File: src/rtl/fk_seq_pkg.sv
// Shared types and angle limits for the forward-kinematics sequencer slice.
package fk_seq_pkg;

  localparam int unsigned ANGLE_W = 9;

  typedef logic signed [ANGLE_W-1:0] angle_t;

  localparam angle_t ANGLE_MIN = angle_t'(-180);
  localparam angle_t ANGLE_MAX = angle_t'(179);

  typedef enum logic [1:0] {
    IDLE,
    CLEAR,
    RUN
  } state_e;

endpackage

File: src/rtl/fk_joint_sequencer_if.sv
// FK-engine bus plus captured-pose valid/ready channel of the sequencer.
interface fk_joint_sequencer_if;
  import fk_seq_pkg::*;

  angle_t      fk_th1;
  angle_t      fk_th2;
  logic        fk_enable;
  logic        fk_reset;
  logic        fk_data_ready;
  logic [63:0] fk_x;
  logic [63:0] fk_y;

  logic [63:0] pose_x;
  logic [63:0] pose_y;
  angle_t      pose_th1;
  angle_t      pose_th2;
  logic        pose_valid;
  logic        pose_ready;

  modport master (
    output fk_th1, fk_th2, fk_enable, fk_reset,
    input  fk_data_ready, fk_x, fk_y,
    output pose_x, pose_y, pose_th1, pose_th2, pose_valid,
    input  pose_ready
  );

  modport slave (
    input  fk_th1, fk_th2, fk_enable, fk_reset,
    output fk_data_ready, fk_x, fk_y,
    input  pose_x, pose_y, pose_th1, pose_th2, pose_valid,
    output pose_ready
  );
endinterface

File: src/rtl/fk_joint_sequencer_step.sv
// Per-joint microstep accumulator: signed whole-degree angle plus sub-degree count.
module joint_step_accum
  import fk_seq_pkg::*;
#(
  parameter int unsigned STEPS_PER_DEG = 16
) (
  input  logic   clk,
  input  logic   reset,
  input  logic   step,
  input  logic   dir,
  input  logic   home,
  input  angle_t home_angle,
  output angle_t angle,
  output logic   changed
);

  localparam int unsigned SUB_W = $clog2(STEPS_PER_DEG);
  localparam logic [SUB_W-1:0] SUB_MAX = SUB_W'(STEPS_PER_DEG - 1);

  logic [SUB_W-1:0] sub_q, sub_d;
  angle_t           angle_q, angle_d;

  always_comb begin
    sub_d   = sub_q;
    angle_d = angle_q;
    if (home) begin
      sub_d   = '0;
      angle_d = home_angle;
    end else if (step) begin
      if (dir) begin
        if (sub_q == SUB_MAX) begin
          sub_d   = '0;
          angle_d = (angle_q == ANGLE_MAX) ? ANGLE_MIN : angle_q + angle_t'(1);
        end else begin
          sub_d = sub_q + SUB_W'(1);
        end
      end else begin
        if (sub_q == '0) begin
          sub_d   = SUB_MAX;
          angle_d = (angle_q == ANGLE_MIN) ? ANGLE_MAX : angle_q - angle_t'(1);
        end else begin
          sub_d = sub_q - SUB_W'(1);
        end
      end
    end
  end

  // home always requests a recompute, even when the angle is already home
  assign changed = home || (angle_d != angle_q);
  assign angle   = angle_q;

  always_ff @(posedge clk) begin
    if (!reset) begin
      sub_q   <= '0;
      angle_q <= '0;
    end else begin
      sub_q   <= sub_d;
      angle_q <= angle_d;
    end
  end

endmodule

File: src/rtl/fk_joint_sequencer.sv
// Step-accumulating front end that launches FK computations and hands poses to the host.
module fk_joint_sequencer
  import fk_seq_pkg::*;
#(
  parameter int unsigned STEPS_PER_DEG = 16,
  parameter int unsigned FK_TIMEOUT    = 64,
  parameter angle_t      HOME_TH1      = '0,
  parameter angle_t      HOME_TH2      = '0
) (
  input  logic                        clk,
  input  logic                        reset,
  input  logic                        step1,
  input  logic                        dir1,
  input  logic                        step2,
  input  logic                        dir2,
  input  logic                        home,
  input  logic                        refresh,
  fk_joint_sequencer_if.master        sif,
  output logic                        busy,
  output logic                        fk_error
);

  localparam int unsigned TMO_W = (FK_TIMEOUT > 2) ? $clog2(FK_TIMEOUT) : 1;

  angle_t angle1, angle2;
  logic   chg1, chg2;

  joint_step_accum #(.STEPS_PER_DEG(STEPS_PER_DEG)) u_joint1 (
    .clk        (clk),
    .reset      (reset),
    .step       (step1),
    .dir        (dir1),
    .home       (home),
    .home_angle (HOME_TH1),
    .angle      (angle1),
    .changed    (chg1)
  );

  joint_step_accum #(.STEPS_PER_DEG(STEPS_PER_DEG)) u_joint2 (
    .clk        (clk),
    .reset      (reset),
    .step       (step2),
    .dir        (dir2),
    .home       (home),
    .home_angle (HOME_TH2),
    .angle      (angle2),
    .changed    (chg2)
  );

  state_e             state_q, state_d;
  logic               dirty_q, dirty_d;
  logic [TMO_W-1:0]   tmo_q, tmo_d;
  angle_t             fk_th1_q, fk_th1_d, fk_th2_q, fk_th2_d;
  logic               fk_en_q, fk_en_d, fk_rst_q, fk_rst_d;
  logic [63:0]        pose_x_q, pose_x_d, pose_y_q, pose_y_d;
  angle_t             pose_th1_q, pose_th1_d, pose_th2_q, pose_th2_d;
  logic               pose_valid_q, pose_valid_d;
  logic               fk_error_q, fk_error_d;

  always_comb begin
    state_d      = state_q;
    dirty_d      = dirty_q;
    tmo_d        = tmo_q;
    fk_th1_d     = fk_th1_q;
    fk_th2_d     = fk_th2_q;
    fk_en_d      = fk_en_q;
    fk_rst_d     = fk_rst_q;
    pose_x_d     = pose_x_q;
    pose_y_d     = pose_y_q;
    pose_th1_d   = pose_th1_q;
    pose_th2_d   = pose_th2_q;
    pose_valid_d = pose_valid_q;
    fk_error_d   = fk_error_q;

    if (pose_valid_q && sif.pose_ready) pose_valid_d = 1'b0;

    unique case (state_q)
      IDLE: begin
        fk_rst_d = 1'b1;
        fk_en_d  = 1'b0;
        if (dirty_q && (!pose_valid_q || sif.pose_ready)) state_d = CLEAR;
      end
      CLEAR: begin
        fk_th1_d = angle1;
        fk_th2_d = angle2;
        dirty_d  = 1'b0;
        tmo_d    = '0;
        fk_rst_d = 1'b0;
        fk_en_d  = 1'b1;
        state_d  = RUN;
      end
      RUN: begin
        if (sif.fk_data_ready) begin
          pose_x_d     = sif.fk_x;
          pose_y_d     = sif.fk_y;
          pose_th1_d   = fk_th1_q;
          pose_th2_d   = fk_th2_q;
          pose_valid_d = 1'b1;
          fk_rst_d     = 1'b1;
          fk_en_d      = 1'b0;
          state_d      = IDLE;
        end else if (tmo_q == TMO_W'(FK_TIMEOUT - 1)) begin
          fk_error_d = 1'b1;
          dirty_d    = 1'b1;
          fk_rst_d   = 1'b1;
          fk_en_d    = 1'b0;
          state_d    = IDLE;
        end else begin
          tmo_d = tmo_q + TMO_W'(1);
        end
      end
      default: begin
        fk_rst_d = 1'b1;
        fk_en_d  = 1'b0;
        state_d  = IDLE;
      end
    endcase

    // applied after the CLEAR snapshot so a change landing in that cycle is not lost
    if (chg1 || chg2 || refresh) dirty_d = 1'b1;
    if (home) fk_error_d = 1'b0;
  end

  always_ff @(posedge clk) begin
    if (!reset) begin
      state_q      <= IDLE;
      dirty_q      <= 1'b1;
      tmo_q        <= '0;
      fk_th1_q     <= '0;
      fk_th2_q     <= '0;
      fk_en_q      <= 1'b0;
      fk_rst_q     <= 1'b1;
      pose_x_q     <= '0;
      pose_y_q     <= '0;
      pose_th1_q   <= '0;
      pose_th2_q   <= '0;
      pose_valid_q <= 1'b0;
      fk_error_q   <= 1'b0;
    end else begin
      state_q      <= state_d;
      dirty_q      <= dirty_d;
      tmo_q        <= tmo_d;
      fk_th1_q     <= fk_th1_d;
      fk_th2_q     <= fk_th2_d;
      fk_en_q      <= fk_en_d;
      fk_rst_q     <= fk_rst_d;
      pose_x_q     <= pose_x_d;
      pose_y_q     <= pose_y_d;
      pose_th1_q   <= pose_th1_d;
      pose_th2_q   <= pose_th2_d;
      pose_valid_q <= pose_valid_d;
      fk_error_q   <= fk_error_d;
    end
  end

  assign sif.fk_th1     = fk_th1_q;
  assign sif.fk_th2     = fk_th2_q;
  assign sif.fk_enable  = fk_en_q;
  assign sif.fk_reset   = fk_rst_q;
  assign sif.pose_x     = pose_x_q;
  assign sif.pose_y     = pose_y_q;
  assign sif.pose_th1   = pose_th1_q;
  assign sif.pose_th2   = pose_th2_q;
  assign sif.pose_valid = pose_valid_q;
  assign busy           = (state_q == CLEAR) || (state_q == RUN);
  assign fk_error       = fk_error_q;

endmodule
File: src/flat_wrapper.sv
// flat-port wrapper written by rule: the top's interface ports become plain ports
module fk_joint_sequencer_flat import fk_seq_pkg::*;
#(
  parameter int unsigned STEPS_PER_DEG = 16,
  parameter int unsigned FK_TIMEOUT    = 64,
  parameter angle_t      HOME_TH1      = '0,
  parameter angle_t      HOME_TH2      = '0
)
  (clk, reset, step1, dir1, step2, dir2, home, refresh, busy, fk_error, sif_fk_th1, sif_fk_th2, sif_fk_enable, sif_fk_reset, sif_fk_data_ready, sif_fk_x, sif_fk_y, sif_pose_x, sif_pose_y, sif_pose_th1, sif_pose_th2, sif_pose_valid, sif_pose_ready);
  fk_joint_sequencer_if sif_i ();
  input  logic clk;
  input  logic reset;
  input  logic step1;
  input  logic dir1;
  input  logic step2;
  input  logic dir2;
  input  logic home;
  input  logic refresh;
  output logic busy;
  output logic fk_error;
  output wire logic [$bits(sif_i.fk_th1)-1:0] sif_fk_th1;
  output wire logic [$bits(sif_i.fk_th2)-1:0] sif_fk_th2;
  output wire logic [$bits(sif_i.fk_enable)-1:0] sif_fk_enable;
  output wire logic [$bits(sif_i.fk_reset)-1:0] sif_fk_reset;
  input wire logic [$bits(sif_i.fk_data_ready)-1:0] sif_fk_data_ready;
  input wire logic [$bits(sif_i.fk_x)-1:0] sif_fk_x;
  input wire logic [$bits(sif_i.fk_y)-1:0] sif_fk_y;
  output wire logic [$bits(sif_i.pose_x)-1:0] sif_pose_x;
  output wire logic [$bits(sif_i.pose_y)-1:0] sif_pose_y;
  output wire logic [$bits(sif_i.pose_th1)-1:0] sif_pose_th1;
  output wire logic [$bits(sif_i.pose_th2)-1:0] sif_pose_th2;
  output wire logic [$bits(sif_i.pose_valid)-1:0] sif_pose_valid;
  input wire logic [$bits(sif_i.pose_ready)-1:0] sif_pose_ready;
  assign sif_fk_th1 = sif_i.fk_th1;
  assign sif_fk_th2 = sif_i.fk_th2;
  assign sif_fk_enable = sif_i.fk_enable;
  assign sif_fk_reset = sif_i.fk_reset;
  assign sif_i.fk_data_ready = sif_fk_data_ready;
  assign sif_i.fk_x = sif_fk_x;
  assign sif_i.fk_y = sif_fk_y;
  assign sif_pose_x = sif_i.pose_x;
  assign sif_pose_y = sif_i.pose_y;
  assign sif_pose_th1 = sif_i.pose_th1;
  assign sif_pose_th2 = sif_i.pose_th2;
  assign sif_pose_valid = sif_i.pose_valid;
  assign sif_i.pose_ready = sif_pose_ready;
  fk_joint_sequencer #(.STEPS_PER_DEG(STEPS_PER_DEG), .FK_TIMEOUT(FK_TIMEOUT), .HOME_TH1(HOME_TH1), .HOME_TH2(HOME_TH2)) u_core (.clk(clk), .reset(reset), .step1(step1), .dir1(dir1), .step2(step2), .dir2(dir2), .home(home), .refresh(refresh), .sif(sif_i), .busy(busy), .fk_error(fk_error));
endmodule
File: config.mk
export PLATFORM = sky130hd
export DESIGN_NAME = fk_joint_sequencer_flat
export DESIGN_NICKNAME = d
export VERILOG_FILES = /design/src/rtl/fk_seq_pkg.sv /design/src/rtl/fk_joint_sequencer_if.sv /design/src/rtl/fk_joint_sequencer_step.sv /design/src/rtl/fk_joint_sequencer.sv /design/src/flat_wrapper.sv
export SDC_FILE = /design/constraint.sdc
export NUM_CORES = 1
export LEC_CHECK = 0
export BUFFER_PORTS_ARGS = -buffer_cell sky130_fd_sc_hd__clkbuf_2
export CORE_AREA = 2 2 165 151
export CTS_CLUSTER_SIZE = 12
export DETAILED_ROUTE_END_ITERATION = 16
export DIE_AREA = 0 0 167 153
export PLACE_DENSITY_LB_ADDON = 0.08
export SLEW_MARGIN = 15
export SYNTH_ARGS = -nofsm -noshare
export SYNTH_HDL_FRONTEND = slang
export SYNTH_SLANG_ARGS = --single-unit
export TNS_END_PERCENT = 50
File: constraint.sdc
create_clock -name clk -period 3.1 [get_ports clk]
set_input_delay 0.465 -clock clk [delete_from_list [all_inputs] [get_ports clk]]
set_output_delay 0.465 -clock clk [all_outputs]
set_load 0.05 [all_outputs]
==> results.json <==
{
  "outcome": "finished clean",
  "cts_root_buf": "clkbuf_16",
  "drc": 0,
  "synth_edf_count": 0,
  "postCtsSetupRepairBufs": 0,
  "antenna_found_initial": 0,
  "synthDistinctLibCells": 70,
  "cp.buffers_inverters": 1,
  "die_w_microns": 167,
  "syn-num-nets": 1287,
  "min_period_ns": 2.51,
  "powerDensity_nw_per_um2": 564,
  "period_share": 0.809,
  "ys_async_sr_fraction": 0,
  "fill_cells": 2490,
  "grt.total_usage": 0.207,
  "cp-start-kind": "flip-flop",
  "synth-warning-count": 0,
  "cp.depth": 9,
  "maxSlewViolCount": 0,
  "grt-ovfl-total": 0,
  "die_area_sq_um": 25600,
  "finalHoldWorstSlack_ns": 0.182,
  "cts_buffers": 23,
  "cp_slowest_cell": "nor4b_4",
  "drive_gt1_frac": 0.266,
  "crit_chain": "inv_1 -> ha_1 -> nand4b_1 -> nor4b_4 -> o22a_1 -> o211ai_1 -> a22o_1 -> a221oi_1 -> nand4_1",
  "reg2reg_depth": 9,
  "grt_pass1_vias": 8125,
  "die_h_microns": 153,
  "slew_headroom": 0.435,
  "core_sq_um": 23900,
  "rows": 54,
  "dp_hpwl_microns": 19300,
  "grt_first_pass_wirelength_microns": 44000,
  "power.leakage_nw": 4.63,
  "gp_congestion": 0.890,
  "fmax_ghz": 0.399,
  "final_common_cell": "nand2_1",
  "worst_pin_slew_ns": 0.848,
  "wl_per_cell_microns": 16.0,
  "path_clk_slew_ns": 0.06,
  "seq_area_frac_synth": 0.466,
  "dp.cells": 1683,
  "ys_ff_latch": 203,
  "min_path_type": "in2reg",
  "io_pins": 307,
  "avgSynthCellArea_sq_um": 7.69,
  "synth_area_sq_um": 8730,
  "cts_buffer_depth": 3,
  "critPathCaptureType": "flip-flop",
  "viasPerCell": 5.06,
  "min_path_cells": 3,
  "cts_tree": "done",
  "rsz0062_at_grt": "no",
  "initial_core_util": 0.366,
  "antenna_left": 0,
  "port_buffers": 306,
  "arrival_ns": 2.88,
  "regArea_sq_um": 4060,
  "final-hold-violation-count": 0,
  "worst_slack_ns": 0.592,
  "grt_max_degree": 106,
  "ctsHoldBuffers": 0,
  "final_cell_mix": "nand2_1 (339), clkbuf_2 (306), dfxtp_1 (203), a21oi_1 (186), nor2_1 (65)",
  "crit_type": "reg2reg",
  "clock-sinks": 203,
  "cts_resized": 0,
  "synthCells": 1135,
  "worstPathRequired_ns": 3.47,
  "wirelength_microns": 27600,
  "insertedDiodeCount": 0,
  "drv_cap": 0,
  "ys.flop_type": "dfxtp_1",
  "syn_to_final_growth_pct": 28.7,
  "cp_slowest_stage_delay_ns": 0.51,
  "multi_input_area_sq_um": 4240,
  "finalNetCount": 1552,
  "finClkSkew_ns": 0.00613,
  "post-place-ws_ns": 0.663,
  "crit_path_max_fanout": 10,
  "firstDrtPassIters": 5,
  "finalNonFillerCells": 1724,
  "peakVddDrop_mv": 0.381,
  "vias": 8728,
  "path_delay_family": "compound AO/OA/AOI/OAI gates",
  "fin_setup_tns_ns": 0,
  "clkLatencyLatePin_ns": 0.50,
  "htree_levels": 1,
  "drtIter0Drc": 674,
  "final-setup-viol-count": 0
}
[synth_stat cells, types with 5 or more instances]
master / n / area [sq um]
mux2i_1: 22 / 220
nor3_1: 18 / 90.1
a211oi_1: 14 / 105
o211ai_1: 7 / 52.6
nand4_1: 8 / 50.1
nor2_1: 65 / 244
buf_2: 8 / 40.0
o21a_1: 6 / 45.0
xor2_1: 5 / 43.8
clkbuf_1: 70 / 263
ha_1: 14 / 175
nor4_1: 5 / 31.3
inv_1: 20 / 75.1
o21ai_0: 29 / 145
nand3_1: 18 / 90.1
nand2_1: 340 / 1280
a21oi_1: 186 / 931
buf_1: 8 / 30.0
dfxtp_1: 203 / 4060
[state kept, by name, summed over array words and instances (netlist names), 9 cells and up]
signal	flops
u_core.u_joint1.angle	9
u_core.sif.pose_th1	9
u_core.sif.fk_th1	9
u_core.sif.pose_x	64
u_core.sif.fk_th2	9
u_core.u_joint2.angle	9
u_core.sif.pose_th2	9
u_core.sif.pose_y	64
[where the power goes]
part	internal (W)	switching [W]
clock network	0.00159	0.00106
logic	0.000292	0.000633
registers	0.00269	0.0000713
total	0.00457	0.00176
[final cells by class]
class	count	share of cell area
clock buffers	36	0.0609
clock inverters	5	0.00468
inverters	21	0.00746
multi-input cells	823	0.378
flip-flops and latches	203	0.362
well taps	308	0.0343
repair buffers	328	0.153
[final timing paths]
kind | to | from | slack [ns]
hold / removal | u_core.sif.pose_y[16] | sif_fk_y[16] | 0.18
hold reg to reg | u_core.sif.pose_y[19] | u_core.sif.pose_y[19] | 0.45
setup / recovery | u_core.dirty_q | u_core.u_joint1.angle[1] | 0.59
setup reg to reg | u_core.dirty_q | u_core.u_joint1.angle[1] | 0.59
[stage by stage]
stage                     total power [W]   util  area [sq um]
final                             0.00634  0.471         11200
after global routing              0.00660  0.471         11200
after CTS                         0.00642  0.471         11200
after detailed placement          0.00375  0.440         10500
after global placement            0.00375  0.440         10500
after floorplan                   0.00345      -          8730
[kinds of logic (layout without fill, tap and decap cells)]
logic type,after synthesis,count (layout),share of synthesized area
compound gates,286,286,0.190
xor+xnor,8,8,0.00803
fa+ha+maj,14,14,0.0201
buf+inv,109,390,0.0497
flops,203,203,0.466
mux,23,23,0.0265
simple gates,492,492,0.240
[routing by layer]
layer / routed length [microns] / global-route usage
met5: 0 / 0
met2: 12400 / 0.330
met3: 2190 / 0.0518
met4: 768 / 0.0603
met1: 12200 / 0.277
[worst min-delay path, delay by kind of cell]
kind | cells | cell delay (ns)
buffers and inverters | 1 | 0.08
AOI/OAI and AO/OA | 1 | 0.05
and+or+nand+nor | 1 | 0.04
Note: power is estimated with default switching activity, not from simulation.
